## src/rtl/fantasy_pkg.sv

```systemverilog
`default_nettype none
// ============================================================================
//  Module   : fantasy_pkg
//  Purpose  : Shared 1080p raster constants, controller state encoding and
//             small sizing helpers used by the input cursor and the output
//             timing generator.
//  Revision : 1.0 - initial release
// ============================================================================
package fantasy_pkg;

  // 1920x1080 @ 148.5 MHz pixel clock raster
  localparam int c_FHD_H_WIDTH  = 1920;
  localparam int c_FHD_H_START  = 2008;
  localparam int c_FHD_H_SYNC   = 44;
  localparam int c_FHD_H_TOTAL  = 2200;
  localparam int c_FHD_V_HEIGHT = 1080;
  localparam int c_FHD_V_START  = 1084;
  localparam int c_FHD_V_SYNC   = 5;
  localparam int c_FHD_V_TOTAL  = 1125;
  localparam int c_FHD_KH       = 30;
  localparam int c_FHD_KV       = 30;

  // Raster controller states
  typedef enum logic [1:0] {
    ST_IDLE = 2'd0,
    ST_RUN  = 2'd1,
    ST_STOP = 2'd2
  } vtg_state_t;

  // Width of a counter holding 0..n-1; never narrower than one bit
  function automatic int cnt_width(input int n);
    return (n <= 2) ? 1 : $clog2(n);
  endfunction

  // Number of horizontal blocks in a line, counting a partial last block
  function automatic int hblks(input int h_width, input int kh);
    return (h_width + kh - 1) / kh;
  endfunction

  // Number of block rows in a frame, counting a partial last row
  function automatic int vblks(input int v_height, input int kv);
    return (v_height + kv - 1) / kv;
  endfunction

endpackage
`default_nettype wire

```

## src/rtl/blk_counter.sv

```systemverilog
`default_nettype none
// ============================================================================
//  Module   : blk_counter
//  Purpose  : Wrapping index counter 0..N-1 for block tiling. Advances on
//             i_step, returns to zero on i_clear, flags the last index.
//  Revision : 1.0 - initial release
// ============================================================================
module blk_counter #(
  parameter int N = 30,
  parameter int W = (N <= 2) ? 1 : $clog2(N)
) (
  input  logic         clk_i,
  input  logic         rst_i,
  input  logic         i_step,
  input  logic         i_clear,
  output logic [W-1:0] o_idx,
  output logic         o_last
);

  localparam logic [W-1:0] c_LAST = W'(N - 1);

  logic [W-1:0] r_idx;

  // Index register: clear wins over step so a line/frame boundary always restarts at 0
  always_ff @(posedge clk_i) begin
    if (rst_i || i_clear) begin
      r_idx <= '0;
    end else if (i_step) begin
      r_idx <= (r_idx == c_LAST) ? '0 : r_idx + W'(1);
    end
  end

  assign o_idx  = r_idx;
  assign o_last = (r_idx == c_LAST);

endmodule
`default_nettype wire

```

## src/rtl/video_timing_gen.sv

```systemverilog
`default_nettype none
// ============================================================================
//  Module   : video_timing_gen
//  Purpose  : Creates raster timing (hs/vs/de), pixel coordinates and block
//             save pulses from free-running position counters, and registers
//             pixel data onto that raster. Every output is a flop lagging the
//             counter position by one clock.
//  Revision : 1.0 - initial release
// ============================================================================
module video_timing_gen
  import fantasy_pkg::*;
#(
  parameter int H_WIDTH  = c_FHD_H_WIDTH,
  parameter int H_START  = c_FHD_H_START,
  parameter int H_SYNC   = c_FHD_H_SYNC,
  parameter int H_TOTAL  = c_FHD_H_TOTAL,
  parameter int V_HEIGHT = c_FHD_V_HEIGHT,
  parameter int V_START  = c_FHD_V_START,
  parameter int V_SYNC   = c_FHD_V_SYNC,
  parameter int V_TOTAL  = c_FHD_V_TOTAL,
  parameter int KH       = c_FHD_KH,
  parameter int KV       = c_FHD_KV,
  parameter bit HS_POL   = 1'b1,
  parameter bit VS_POL   = 1'b1
) (
  input  logic                       clk_i,
  input  logic                       rst_i,
  input  logic                       en_i,
  input  logic [23:0]                data_i,
  output logic                       hs_o,
  output logic                       vs_o,
  output logic                       de_o,
  output logic [$clog2(H_TOTAL)-1:0] x_o,
  output logic [$clog2(V_TOTAL)-1:0] y_o,
  output logic                       h_save_o,
  output logic                       v_save_o,
  output logic                       frame_o,
  output logic [23:0]                data_o,
  output logic                       busy_o
);

  localparam int c_HW  = $clog2(H_TOTAL);
  localparam int c_VW  = $clog2(V_TOTAL);
  localparam int c_KXW = cnt_width(KH);
  localparam int c_KYW = cnt_width(KV);

  // Sync pulses must fit inside the line / frame
  if ((H_START + H_SYNC > H_TOTAL) || (V_START + V_SYNC > V_TOTAL)) begin : g_param_check
    $error("video_timing_gen: sync pulse extends past H_TOTAL or V_TOTAL");
  end

  vtg_state_t       r_state;
  logic [c_HW-1:0]  r_hc;
  logic [c_VW-1:0]  r_vc;

  logic [31:0]      w_hcx;
  logic [31:0]      w_vcx;
  logic             w_active;
  logic             w_h_last;
  logic             w_v_last;
  logic             w_frame_end;
  logic             w_de;
  logic             w_hs_act;
  logic             w_vs_act;
  logic             w_hs_lead;
  logic             w_h_act_end;
  logic             w_v_act_last;
  logic [c_HW-1:0]  w_hc_next;
  logic [c_VW-1:0]  w_vc_next;

  logic [c_KXW-1:0] w_kx;
  logic [c_KYW-1:0] w_ky;
  logic             w_kx_last;
  logic             w_ky_last;
  logic             w_kx_clear;
  logic             w_ky_step;
  logic             w_ky_clear;
  logic             w_unused_idx;

  // Decode the current counter position into raster regions and next position
  always_comb begin
    w_hcx        = 32'(r_hc);
    w_vcx        = 32'(r_vc);
    w_active     = (r_state != ST_IDLE);
    w_h_last     = (w_hcx == H_TOTAL - 1);
    w_v_last     = (w_vcx == V_TOTAL - 1);
    w_frame_end  = w_h_last && w_v_last;
    w_de         = (w_hcx < H_WIDTH) && (w_vcx < V_HEIGHT);
    w_hs_act     = (w_hcx >= H_START) && (w_hcx < H_START + H_SYNC);
    w_vs_act     = (w_vcx >= V_START) && (w_vcx < V_START + V_SYNC);
    w_hs_lead    = (w_hcx == H_START);
    w_h_act_end  = (w_hcx == H_WIDTH - 1);
    w_v_act_last = (w_vcx == V_HEIGHT - 1);
    w_hc_next    = w_h_last ? '0 : r_hc + c_HW'(1);
    w_vc_next    = r_vc;
    if (w_h_last) begin
      w_vc_next = w_v_last ? '0 : r_vc + c_VW'(1);
    end
  end

  // Block tiling controls: kx restarts every line, ky restarts after the last active line
  always_comb begin
    w_kx_clear = !w_active || w_h_act_end;
    w_ky_step  = w_de && w_h_act_end;
    w_ky_clear = !w_active || (w_h_act_end && w_v_act_last);
  end

  blk_counter #(
    .N (KH),
    .W (c_KXW)
  ) u_blk_h (
    .clk_i   (clk_i),
    .rst_i   (rst_i),
    .i_step  (w_de),
    .i_clear (w_kx_clear),
    .o_idx   (w_kx),
    .o_last  (w_kx_last)
  );

  blk_counter #(
    .N (KV),
    .W (c_KYW)
  ) u_blk_v (
    .clk_i   (clk_i),
    .rst_i   (rst_i),
    .i_step  (w_ky_step),
    .i_clear (w_ky_clear),
    .o_idx   (w_ky),
    .o_last  (w_ky_last)
  );

  // Block indices are not needed at the ports; only the last flags drive the save pulses
  assign w_unused_idx = ^{w_kx, w_ky};

  // Run-control FSM, position counters and registered raster outputs
  always_ff @(posedge clk_i) begin
    if (rst_i) begin
      r_state  <= ST_IDLE;
      r_hc     <= '0;
      r_vc     <= '0;
      hs_o     <= ~HS_POL;
      vs_o     <= ~VS_POL;
      de_o     <= 1'b0;
      x_o      <= '0;
      y_o      <= '0;
      h_save_o <= 1'b0;
      v_save_o <= 1'b0;
      frame_o  <= 1'b0;
      data_o   <= '0;
      busy_o   <= 1'b0;
    end else begin
      case (r_state)
        ST_IDLE: if (en_i) r_state <= ST_RUN;
        ST_RUN:  if (!en_i) r_state <= ST_STOP;
        ST_STOP: begin
          // A stopping run always finishes its frame before going idle
          if (en_i) begin
            r_state <= ST_RUN;
          end else if (w_frame_end) begin
            r_state <= ST_IDLE;
          end
        end
        default: r_state <= ST_IDLE;
      endcase

      if (w_active) begin
        r_hc     <= w_hc_next;
        r_vc     <= w_vc_next;
        hs_o     <= w_hs_act ? HS_POL : ~HS_POL;
        // vsync edges are aligned to the hsync leading edge
        if (w_hs_lead) begin
          vs_o <= w_vs_act ? VS_POL : ~VS_POL;
        end
        de_o     <= w_de;
        x_o      <= r_hc;
        y_o      <= r_vc;
        h_save_o <= w_de && (w_kx_last || w_h_act_end);
        v_save_o <= w_de && w_h_act_end && (w_ky_last || w_v_act_last);
        frame_o  <= (r_hc == '0) && (r_vc == '0);
        data_o   <= w_de ? data_i : '0;
        busy_o   <= 1'b1;
      end else begin
        r_hc     <= '0;
        r_vc     <= '0;
        hs_o     <= ~HS_POL;
        vs_o     <= ~VS_POL;
        de_o     <= 1'b0;
        x_o      <= '0;
        y_o      <= '0;
        h_save_o <= 1'b0;
        v_save_o <= 1'b0;
        frame_o  <= 1'b0;
        data_o   <= '0;
        busy_o   <= 1'b0;
      end
    end
  end

endmodule
`default_nettype wire

```

## config.mk

```make
export PLATFORM = sky130hd
export DESIGN_NAME = video_timing_gen
export DESIGN_NICKNAME = d
export VERILOG_FILES = /design/src/rtl/fantasy_pkg.sv /design/src/rtl/blk_counter.sv /design/src/rtl/video_timing_gen.sv
export SDC_FILE = /design/constraint.sdc
export NUM_CORES = 1
export LEC_CHECK = 0
export CAP_MARGIN = 25
export CORE_MARGIN = 2
export CORE_UTILIZATION = 53
export DETAILED_ROUTE_END_ITERATION = 8
export HOLD_SLACK_MARGIN = 0.08
export PLACE_DENSITY = 0.91
export SYNTH_ARGS = -nofsm -noshare
export SYNTH_HDL_FRONTEND = slang
export SYNTH_SLANG_ARGS = --single-unit
```

## constraint.sdc

```tcl
create_clock -name clk_i -period 5.7 [get_ports clk_i]
set_clock_uncertainty 0.05 [all_clocks]
set_input_delay 0.57 -clock clk_i [delete_from_list [all_inputs] [get_ports clk_i]]
set_output_delay 0.57 -clock clk_i [all_outputs]
set_load 0.05 [all_outputs]
```

==> results of run 1 <==
## sequential cells by signal (all words and copies together) (netlist names)
| signal | cells |
|---|---|
| data_o | 24 |
| r_hc | 12 |
| x_o | 12 |
| r_vc | 11 |
| y_o | 11 |
| u_blk_h.o_idx | 5 |
| u_blk_v.o_idx | 5 |
| r_state | 2 |
| busy_o | 1 |
| de_o | 1 |
| frame_o | 1 |
| h_save_o | 1 |
| hs_o | 1 |
| v_save_o | 1 |
| vs_o | 1 |
## metal layers
metal | routed length [microns] | vias to the layer above | share of wire [%]
met2 | 3510 | 116 | 47
met3 | 487 | 13 | 6.5
li1 | - | 1396 | -
met5 | 0 | - | 0
met1 | 3320 | 1309 | 45
met4 | 134 | 0 | 1.8
## layout make-up
type | instances | area share (%)
sequential | 89 | 40.7
multi-input combinational | 227 | 32.9
timing repair buffer | 83 | 18.7
clock buffer | 9 | 2.83
tap | 77 | 2.20
clock inverter | 7 | 1.63
inverter | 12 | 1.03
## worst paths after layout
kind | from | end | slack, ps | depth (start not counted)
worst min register to register | r_state[1] | r_state[0] | 430 | 1
worst max register to register | r_hc[9] | r_vc[3] | 3100 | 5
worst max-delay path | r_hc[9] | r_vc[3] | 3100 | 5
worst min-delay path | r_state[1] | r_state[0] | 430 | 1
## logic make-up after synthesis
kind of cell | count (synthesis) | synth area share, %
AOI/OAI and AO/OA | 52 | 10.1
adders and majority gates | 8 | 2.98
muxes | 1 | 0.298
and+or+nand+nor | 155 | 26.6
DFF | 89 | 53.1
buffers and inverters | 34 | 4.10
xor gates and xnor gates | 11 | 2.87
## through the flow
stage                     instance area [sq um]  utilization [%]  setup slack, ps  power, mW
final                                      4380             70.2             3100       1.13
after global routing                       4380             70.2             2920       1.17
after CTS                                  4380             70.2             3140       1.14
after detailed placement                   4190             67.1             2990      0.728
after global placement                     4180             67.0             2890      0.726
after floorplan                            3360                -             3440      0.690
## layout by cell type (no fill, tap or decap), types with 5 or more instances in the layout
master           Yosys  layout
nor2_1              30      30
ha_1                 8       8
and2_1              17      17
nor4_1               5       5
or4_1               13      13
o31ai_1             10      10
xnor2_1              9       9
clkbuf_8             0       9
inv_1               11      11
nand4_1              6       6
nor3_1              10      10
nand2_1             15      15
a21oi_1             17      17
nand3_1             10      10
and3_1              26      26
clkdlybuf4s50_1      0      80
o21ai_0              7       7
dfxtp_1             89      89
## critical path: cells and delay by family (launching register included)
kind / cells / cell delay (ps)
AO/OA/AOI/OAI: 2 / 560
flip-flops: 1 / 370
AND/OR/NAND/NOR: 2 / 1220
buffers and inverters: 1 / 290
## power breakdown
| group | switching, mW | total [mW] | internal, mW | leakage [nW] |
|---|---|---|---|---|
| sequential | 0.00387 | 0.634 | 0.630 | 0.720 |
| combinational | 0.0448 | 0.0789 | 0.0341 | 0.826 |
| clock | 0.217 | 0.418 | 0.201 | 0.0912 |
==> impl_metrics.json, run 1 <==
{
  "status": "completed",
  "viasPerCell": 5.62,
  "max-cap-violations": 0,
  "synthArstFlopShare_pct": 0,
  "numCtsBuffers": 9,
  "fill_cells": 452,
  "yosys_most_used_dff": "dfxtp_1",
  "synth_cell_type_count": 43,
  "hold_class": "reg2reg",
  "yosys-top-cells-count": "dfxtp_1, nor2_1, and3_1, clkbuf_1",
  "synth_area_sq_um": 3360,
  "io_buffers": 80,
  "dieArea_sq_um": 6990,
  "cts_tree": "built",
  "fin_crit_sh_pct": 45.6,
  "multi_input_area_sq_um": 1440,
  "criticalPathCategory": "reg2reg",
  "synth_cells": 350,
  "core_sq_um": 6240,
  "crit_top_cell": "or4_4",
  "instances_no_fill": 504,
  "cpPeakStageDelay_ps": 670,
  "clk_pin_slew_ps": 90,
  "grt_antenna_before_repair": 0,
  "crit_chain": "or4_4 > or4_4 > o21ai_0 > buf_2 > a21oi_1",
  "worstSkewPairLatency_ps": 360,
  "arrival_ps": 2800,
  "avgSynthCellArea_sq_um": 9.59,
  "vias": 2834,
  "grt_pass1_vias": 2648,
  "fmax_ghz": 0.385,
  "critPathMaxFanout": 24,
  "fin_tns_setup_ps": 0,
  "synth_seq_cells": 89,
  "antenna_cells": 0,
  "post-place-cells": 488,
  "met2_usage_pct": 35.3,
  "cts_resized": 0,
  "synth_edf_count": 0,
  "yosysTopAreaCell": "dfxtp_1",
  "grt_max_degree": 47,
  "drt_iter0_markers": 148,
  "final_antenna_net_count": 0,
  "grt_setup_unrepaired": "false",
  "grtUsageMet3_pct": 7.02,
  "maxSlewViolCount": 0,
  "grt_usage_pct": 21.8,
  "synth_fp_nets": 385,
  "rows": 29,
  "seq_area_sq_um": 1780,
  "hpwl_microns": 5090,
  "grt_pass1_wl_microns": 12500,
  "io_pins": 81,
  "tightestPinTransition_ps": 869,
  "worst_hold_slack_ps": 433,
  "route.detailed.drc": 0,
  "htreeDepth": 3,
  "cp-end-kind": "register",
  "synth_top_area_share_pct": 53.1,
  "grtUsageMet1_pct": 27.7,
  "powerDensity_nw_per_um2": 258,
  "synth_warnings": 0,
  "synthToLayoutAreaGrowth_pct": 30.5,
  "dieWidth_microns": 83.6,
  "routed_wl_microns": 7450,
  "gp_congestion": 0.877,
  "ys_seq_area_share_pct": 53.1,
  "cp_data_required_time_ps": 5900,
  "dr.pass1.iters": 4,
  "grt_busiest_layer": "met2",
  "relSlewSlack_pct": 41.2,
  "ir_drop_uv": 195,
  "cts.hold.buffers_added": 0,
  "yosys-top-cells-area": "dfxtp_1, and3_1, nor2_1, and2_1, ha_1",
  "final-hold-violation-count": 0,
  "drive_gt1_share_pct": 5.62,
  "p_leak_nw": 1.64,
  "critPathLaunchType": "register",
  "post_drt_wl_per_cell_microns": 14.8,
  "final_nets": 457,
  "floorplan.initialDensity_pct": 53.8,
  "clkSinkCount": 89,
  "crit_slowest_cell": "or4_4",
  "postCtsSetupBuffers": 0,
  "finalCriticalPeriod_ps": 2600,
  "cts_root_buffer": "clkbuf_8",
  "globalRoute.totalOverflow": 0,
  "synth_most_common_cell": "dfxtp_1",
  "setup_viol": 0,
  "clock_path_buffers": 2,
  "fp.dieH_microns": 83.6
}
No activity file was read; power rests on OpenSTA's default activity.
==> run 2: changes to the inputs <==
--- a/config.mk
+++ b/config.mk
@@ -7,10 +7,10 @@
 export LEC_CHECK = 0
 export CAP_MARGIN = 25
 export CORE_MARGIN = 2
-export CORE_UTILIZATION = 53
+export CORE_UTILIZATION = 44
 export DETAILED_ROUTE_END_ITERATION = 8
 export HOLD_SLACK_MARGIN = 0.08
-export PLACE_DENSITY = 0.91
+export PLACE_DENSITY = 0.81
 export SYNTH_ARGS = -nofsm -noshare
 export SYNTH_HDL_FRONTEND = slang
 export SYNTH_SLANG_ARGS = --single-unit
==> constraint.sdc (replaced) <==
create_clock -name clk_i -period 2.2 [get_ports clk_i]
set_clock_uncertainty 0.05 [all_clocks]
set_input_delay 0.22 -clock clk_i [delete_from_list [all_inputs] [get_ports clk_i]]
set_output_delay 0.22 -clock clk_i [all_outputs]
set_load 0.05 [all_outputs]
==> run 2 against run 1 <==
  * Final cell count up 8.3%
  * Sequential share of layout area down 1.9 points
  * Core utilization down 7.5 points
  * Register-to-register slack worse by 3000 ps
  * Flip-flop and latch count unchanged
  * Die area up 19%
  * Clock power rose to 2.7 times the previous value
==> impl_metrics.json, run 2 (synthesis results as in run 1) <==
{
  "relSlewSlack_pct": 65.6,
  "clkSinkCount": 89,
  "io_buffers": 80,
  "hpwl_microns": 5350,
  "hold_class": "in2reg",
  "grt_pass1_vias": 2750,
  "drt_iter0_markers": 122,
  "htreeDepth": 3,
  "tightestPinTransition_ps": 514,
  "vias": 2962,
  "critPathLaunchType": "register",
  "fp.dieH_microns": 91.4,
  "powerDensity_nw_per_um2": 647,
  "grt_antenna_before_repair": 0,
  "post_drt_wl_per_cell_microns": 14.4,
  "status": "completed",
  "fill_cells": 594,
  "worstSkewPairLatency_ps": 350,
  "gp_congestion": 0.846,
  "final_antenna_net_count": 0,
  "routed_wl_microns": 7880,
  "reg_top3": "data_o: 24 flops, r_hc: 12 flops, x_o: 12 flops",
  "dieArea_sq_um": 8350,
  "cts_root_buffer": "clkbuf_8",
  "core_sq_um": 7330,
  "cts.hold.buffers_added": 0,
  "dieWidth_microns": 91.4,
  "drive_gt1_share_pct": 11.4,
  "max-cap-violations": 0,
  "globalRoute.totalOverflow": 0,
  "grt_max_degree": 34,
  "grt_setup_unrepaired": "false",
  "final_cell_mix": "dfxtp_1, clkdlybuf4s50_1, nor2_1, and3_1, buf_4",
  "largest_register_ffs": 24,
  "clock_path_buffers": 2,
  "postCtsSetupBuffers": 0,
  "antenna_cells": 0,
  "fmax_ghz": 0.468,
  "clk_pin_slew_ps": 90,
  "ir_drop_uv": 377,
  "final-hold-violation-count": 0,
  "cp-end-kind": "register",
  "arrival_ps": 2370,
  "cts_tree": "built",
  "reg2regPathDepth": 4,
  "timing.rr.end": "r_vc[3]",
  "maxSlewViolCount": 0,
  "grt_usage_pct": 19.6,
  "grt_pass1_wl_microns": 13200,
  "final_common_cell": "dfxtp_1",
  "io_pins": 81,
  "worst_hold_slack_ps": 380,
  "r2r_start": "r_hc[6]",
  "reg2reg_slack_ps": 70,
  "holdPathStages": 2,
  "criticalPathCategory": "reg2reg",
  "top_register": "data_o",
  "viasPerCell": 5.42,
  "holdPathEnd": "data_o[15]",
  "route.detailed.drc": 0,
  "numCtsBuffers": 9,
  "setup_viol": 0,
  "hp-start": "data_i[15]",
  "final_nets": 477,
  "rows": 31,
  "fin_tns_setup_ps": 0,
  "p_leak_nw": 1.74,
  "fin_crit_sh_pct": 97.0,
  "floorplan.initialDensity_pct": 45.8,
  "dr.pass1.iters": 4,
  "finalCriticalPeriod_ps": 2130,
  "synthToLayoutAreaGrowth_pct": 37.0,
  "critPathMaxFanout": 5,
  "cp_data_required_time_ps": 2430
}
==> run 2: cell count changes in the layout (fill, tap and decap cells not counted), moves of 2 or more <==
cell     before  now
or4_1        13   11
dfxtp_2       0    2
or4_4         2    6
buf_4         2   21
dfxtp_1      89   87
==> run 2: area by class of cell <==
type / instances / area [sq um] / area share, %
clock inverters: 6 / 67.6 / 1.47
clock buffers: 10 / 138 / 2.99
repair buffers: 101 / 958 / 20.8
multi-input cells: 229 / 1480 / 32.3
well taps: 99 / 124 / 2.69
flip-flops and latches: 89 / 1780 / 38.8
inverters: 12 / 45.0 / 0.979
==> run 2: stage by stage <==
step / cell area, sq um / worst slack, ps / instances / utilization [%] / total power, mW
2_1_floorplan: 3360 / 42.2 / 350 / - / 1.79
3_3_place_gp: 4350 / 58.5 / 528 / 59.4 / 1.89
3_5_place_dp: 4350 / 13.1 / 528 / 59.4 / 1.89
4_1_cts: 4570 / 4.39 / 545 / 62.4 / 3.01
5_1_grt: 4600 / 6.83 / 546 / 62.8 / 3.09
6_report: 4600 / 65.2 / 546 / 62.8 / 2.98
==> run 2: worst max path at each step <==
stage	slack [ps]	start	endpoint	cells after the start
after floorplan	40	r_hc[9]	r_vc[6]	5
after global placement	60	r_hc[9]	r_vc[5]	4
after detailed placement	10	r_hc[9]	r_vc[3]	4
after CTS	4	r_hc[0]	r_vc[3]	5
after global routing	7	r_hc[6]	r_vc[7]	4
final	70	r_hc[6]	r_vc[3]	4
==> run 2: critical path, cell delays in order (launching register included) <==
cell and delay, ps:
dfxtp_1 330, or4_4 540, or4_4 480, or4_1 510, a21oi_1 160
==> run 2: per-layer routing <==
layer | vias up | track usage (%) | wire [microns]
met2 | 114 | 30.7 | 3660
met4 | 0 | 7.20 | 143
li1 | 1444 | - | -
met1 | 1395 | 26.2 | 3610
met5 | - | 0 | 0
met3 | 9 | 4.90 | 467
==> run 2: timing repair <==
action                                  in CTS  in global routing
gates cloned                                 1                  1
endpoints found under the setup margin       2                 17
gates resized for setup                      2                  7
pin swaps                                    0                  0
==> run 2: report_power, final <==
part	switching, mW	internal, mW
clock network	0.567	0.557
logic	0.116	0.0925
registers	0.00974	1.63
total	0.693	2.28
==> run 3: changes to the inputs <==
--- a/config.mk
+++ b/config.mk
@@ -7,10 +7,11 @@
 export LEC_CHECK = 0
 export CAP_MARGIN = 25
 export CORE_MARGIN = 2
-export CORE_UTILIZATION = 44
+export CORE_UTILIZATION = 53
 export DETAILED_ROUTE_END_ITERATION = 8
 export HOLD_SLACK_MARGIN = 0.08
-export PLACE_DENSITY = 0.81
+export PLACE_DENSITY = 0.9
 export SYNTH_ARGS = -nofsm -noshare
 export SYNTH_HDL_FRONTEND = slang
+export SYNTH_HIERARCHICAL = 1
 export SYNTH_SLANG_ARGS = --single-unit
==> constraint.sdc (replaced) <==
create_clock -name clk_i -period 2.5 [get_ports clk_i]
set_clock_uncertainty 0.05 [all_clocks]
set_input_delay 0.25 -clock clk_i [delete_from_list [all_inputs] [get_ports clk_i]]
set_output_delay 0.25 -clock clk_i [all_outputs]
set_load 0.05 [all_outputs]
==> run 3 against run 2 <==
  * Global-route usage grew 3.4 points
  * Flip-flop and latch count unchanged
  * Hold slack barely moved
  * First-iteration DRC count is 9.0% lower
==> impl_metrics.json, run 3 <==
{
  "clkSinkCount": 89,
  "synthToLayoutAreaGrowth_pct": 30.2,
  "synth_seq_cells": 89,
  "cp_data_required_time_ps": 2750,
  "maxSlewViolCount": 0,
  "grt_max_degree": 26,
  "numCtsBuffers": 9,
  "synth-simple-area-share_pct": 29.0,
  "yosys-top-cells-count": "dfxtp_1, and2_1, nor2_1, a21oi_1, nand2_1",
  "critPathMaxFanout": 11,
  "dieArea_sq_um": 7130,
  "synth_warnings": 6,
  "p_leak_nw": 1.56,
  "core_sq_um": 6310,
  "post_drt_wl_per_cell_microns": 15.0,
  "criticalPathCategory": "reg2reg",
  "intPower_mw": 1.99,
  "reg2regPathDepth": 7,
  "hold_class": "in2reg",
  "globalRoute.totalOverflow": 0,
  "reg2reg_slack_ps": 220,
  "io_pins": 81,
  "p_seq_share_pct": 54.9,
  "synth_edf_count": 0,
  "arrival_ps": 2530,
  "tightestPinTransition_ps": 642,
  "reg_top3": "data_o: 24 flops, r_hc: 12 flops, x_o: 12 flops",
  "vias": 2812,
  "largest_register_ffs": 24,
  "final_cell_mix": "dfxtp_1, clkdlybuf4s50_1, and2_1, nor2_1, a21oi_1",
  "cts_resized": 0,
  "grt_setup_unrepaired": "false",
  "grt_pass1_vias": 2709,
  "grt_antenna_before_repair": 0,
  "yosysTopAreaCell": "dfxtp_1",
  "p_comb_share_pct": 7.0,
  "pwr-share-clk_pct": 38.1,
  "setup_viol": 0,
  "cpPeakStageDelay_ps": 610,
  "synthXorXnorAreaFrac_pct": 2.81,
  "synth_top_area_share_pct": 52.0,
  "synth_compound_area_share_pct": 7.77,
  "synthMuxAreaShare_pct": 0.657,
  "grtUsageMet1_pct": 27.1,
  "route.detailed.drc": 0,
  "hp-start": "data_i[4]",
  "synth_cell_type_count": 48,
  "dieWidth_microns": 84.4,
  "synth_top_family_by_area": "simple AND/OR/NAND/NOR gates",
  "fmax_ghz": 0.438,
  "ir_drop_uv": 445,
  "drt_iter0_markers": 111,
  "floorplan.initialDensity_pct": 54.3,
  "finalCriticalPeriod_ps": 2280,
  "gp_congestion": 0.921,
  "max-cap-violations": 0,
  "clk_pin_slew_ps": 90,
  "r2r_start": "r_vc[6]",
  "grt_pass1_wl_microns": 12900,
  "synth_fp_nets": 397,
  "grt_busiest_layer": "met2",
  "synthArstFlopShare_pct": 0,
  "holdPathEnd": "data_o[4]",
  "place_area_sq_um": 4270,
  "fp.dieH_microns": 84.4,
  "cts.hold.buffers_added": 0,
  "timing.rr.end": "u_blk_v/o_idx[3]",
  "crit_chain": "or4_1 > o21ai_1 > and2_1 > nor2b_1 > buf_4 > or3b_1 > a31oi_1",
  "top_register": "data_o",
  "htreeDepth": 3,
  "routed_wl_microns": 7800,
  "viasPerCell": 5.42,
  "relSlewSlack_pct": 56.9,
  "io_buffers": 80,
  "cp-end-kind": "register",
  "powerDensity_nw_per_um2": 590,
  "drive_gt1_share_pct": 7.24,
  "critPathLaunchType": "register",
  "ys_seq_area_share_pct": 52.0,
  "status": "completed",
  "avgSynthCellArea_sq_um": 9.47,
  "cts_root_buffer": "clkbuf_8",
  "switching_share_pct": 24.5,
  "final_area_sq_um": 4470,
  "p_sw_mw": 0.646,
  "fin_tns_setup_ps": 0,
  "grtUsageMet3_pct": 5.41,
  "worstSkewPairLatency_ps": 370,
  "synth_most_common_cell": "dfxtp_1",
  "yosys_most_used_dff": "dfxtp_1",
  "crit_start": "r_vc[6]",
  "fin_crit_sh_pct": 91.3,
  "crit_slowest_cell": "or4_1",
  "final_nets": 472,
  "synthAdderAreaFrac_pct": 2.92,
  "final_common_cell": "dfxtp_1",
  "met2_usage_pct": 39.4,
  "final-hold-violation-count": 0,
  "dr.pass1.iters": 4,
  "postCtsSetupBuffers": 0,
  "antenna_cells": 0,
  "holdPathStages": 2,
  "clock_path_buffers": 2,
  "final_antenna_net_count": 0,
  "rows": 29,
  "synth_cells": 362,
  "yosys-top-cells-area": "dfxtp_1, and2_1, nor2_1, a21oi_1, ha_1",
  "synth_area_sq_um": 3430,
  "cts_tree": "built",
  "grt_usage_pct": 23.0,
  "hpwl_microns": 5510
}
==> run 3: worst max-delay path: cells and delay by family (launching register included) <==
kind	cells	cell delay, ps
buffers and inverters	1	170
DFF	1	410
AOI/OAI and AO/OA	2	340
and+or+nand+nor	4	1250
==> run 3: worst max path at each step <==
stage,end,slack (ps),cells after the start
after floorplan,u_blk_v/o_idx[3],470,7
after global placement,u_blk_v/o_idx[3],320,7
after detailed placement,u_blk_v/o_idx[3],210,7
after CTS,u_blk_v/o_idx[3],210,7
after global routing,u_blk_v/o_idx[3],50,7
final,u_blk_v/o_idx[3],220,7
==> run 3: kinds of logic (layout without fill, tap and decap cells) <==
| family | count (synthesis) | in the layout |
|---|---|---|
| simple gates | 169 | 169 |
| flops | 89 | 89 |
| compound gates | 44 | 44 |
| buf+inv | 39 | 119 |
| xor+xnor | 11 | 11 |
| fa+ha+maj | 8 | 8 |
| mux | 2 | 2 |
==> run 3: stage by stage <==
step / setup WS [ps] / power [mW] / utilization, % / std cells / hold WS, ps
2_1_floorplan: 471 / 1.58 / - / 362 / 273
3_3_place_gp: 323 / 1.66 / 67.6 / 503 / 401
3_5_place_dp: 213 / 1.66 / 67.6 / 503 / 416
4_1_cts: 207 / 2.65 / 70.7 / 519 / 373
5_1_grt: 54.8 / 2.72 / 70.7 / 519 / 383
6_report: 218 / 2.63 / 70.7 / 519 / 380
==> run 3: final cells by class <==
class	instances	area (sq um)
tap	77	96.3
clock buffer	9	124
clock inverter	7	77.6
timing repair buffer	85	838
multi-input combinational	234	1480
fill	473	1850
sequential	89	1780
inverter	18	67.6
==> run 3: power groups by stage <==
stage          Clock (mW)  Combinational [mW]  Sequential (mW)
6_report             1.00               0.184             1.45
5_1_grt              1.08               0.195             1.45
4_1_cts              1.02               0.185             1.45
3_5_place_dp            0               0.183             1.48
3_3_place_gp            0               0.180             1.48
2_1_floorplan           0              0.0380             1.54
==> run 3: routing by layer <==
| metal | up-vias | wire (microns) |
|---|---|---|
| met5 | - | 0 |
| met4 | 0 | 179 |
| met3 | 14 | 359 |
| met2 | 75 | 4070 |
| met1 | 1341 | 3200 |
| li1 | 1382 | - |
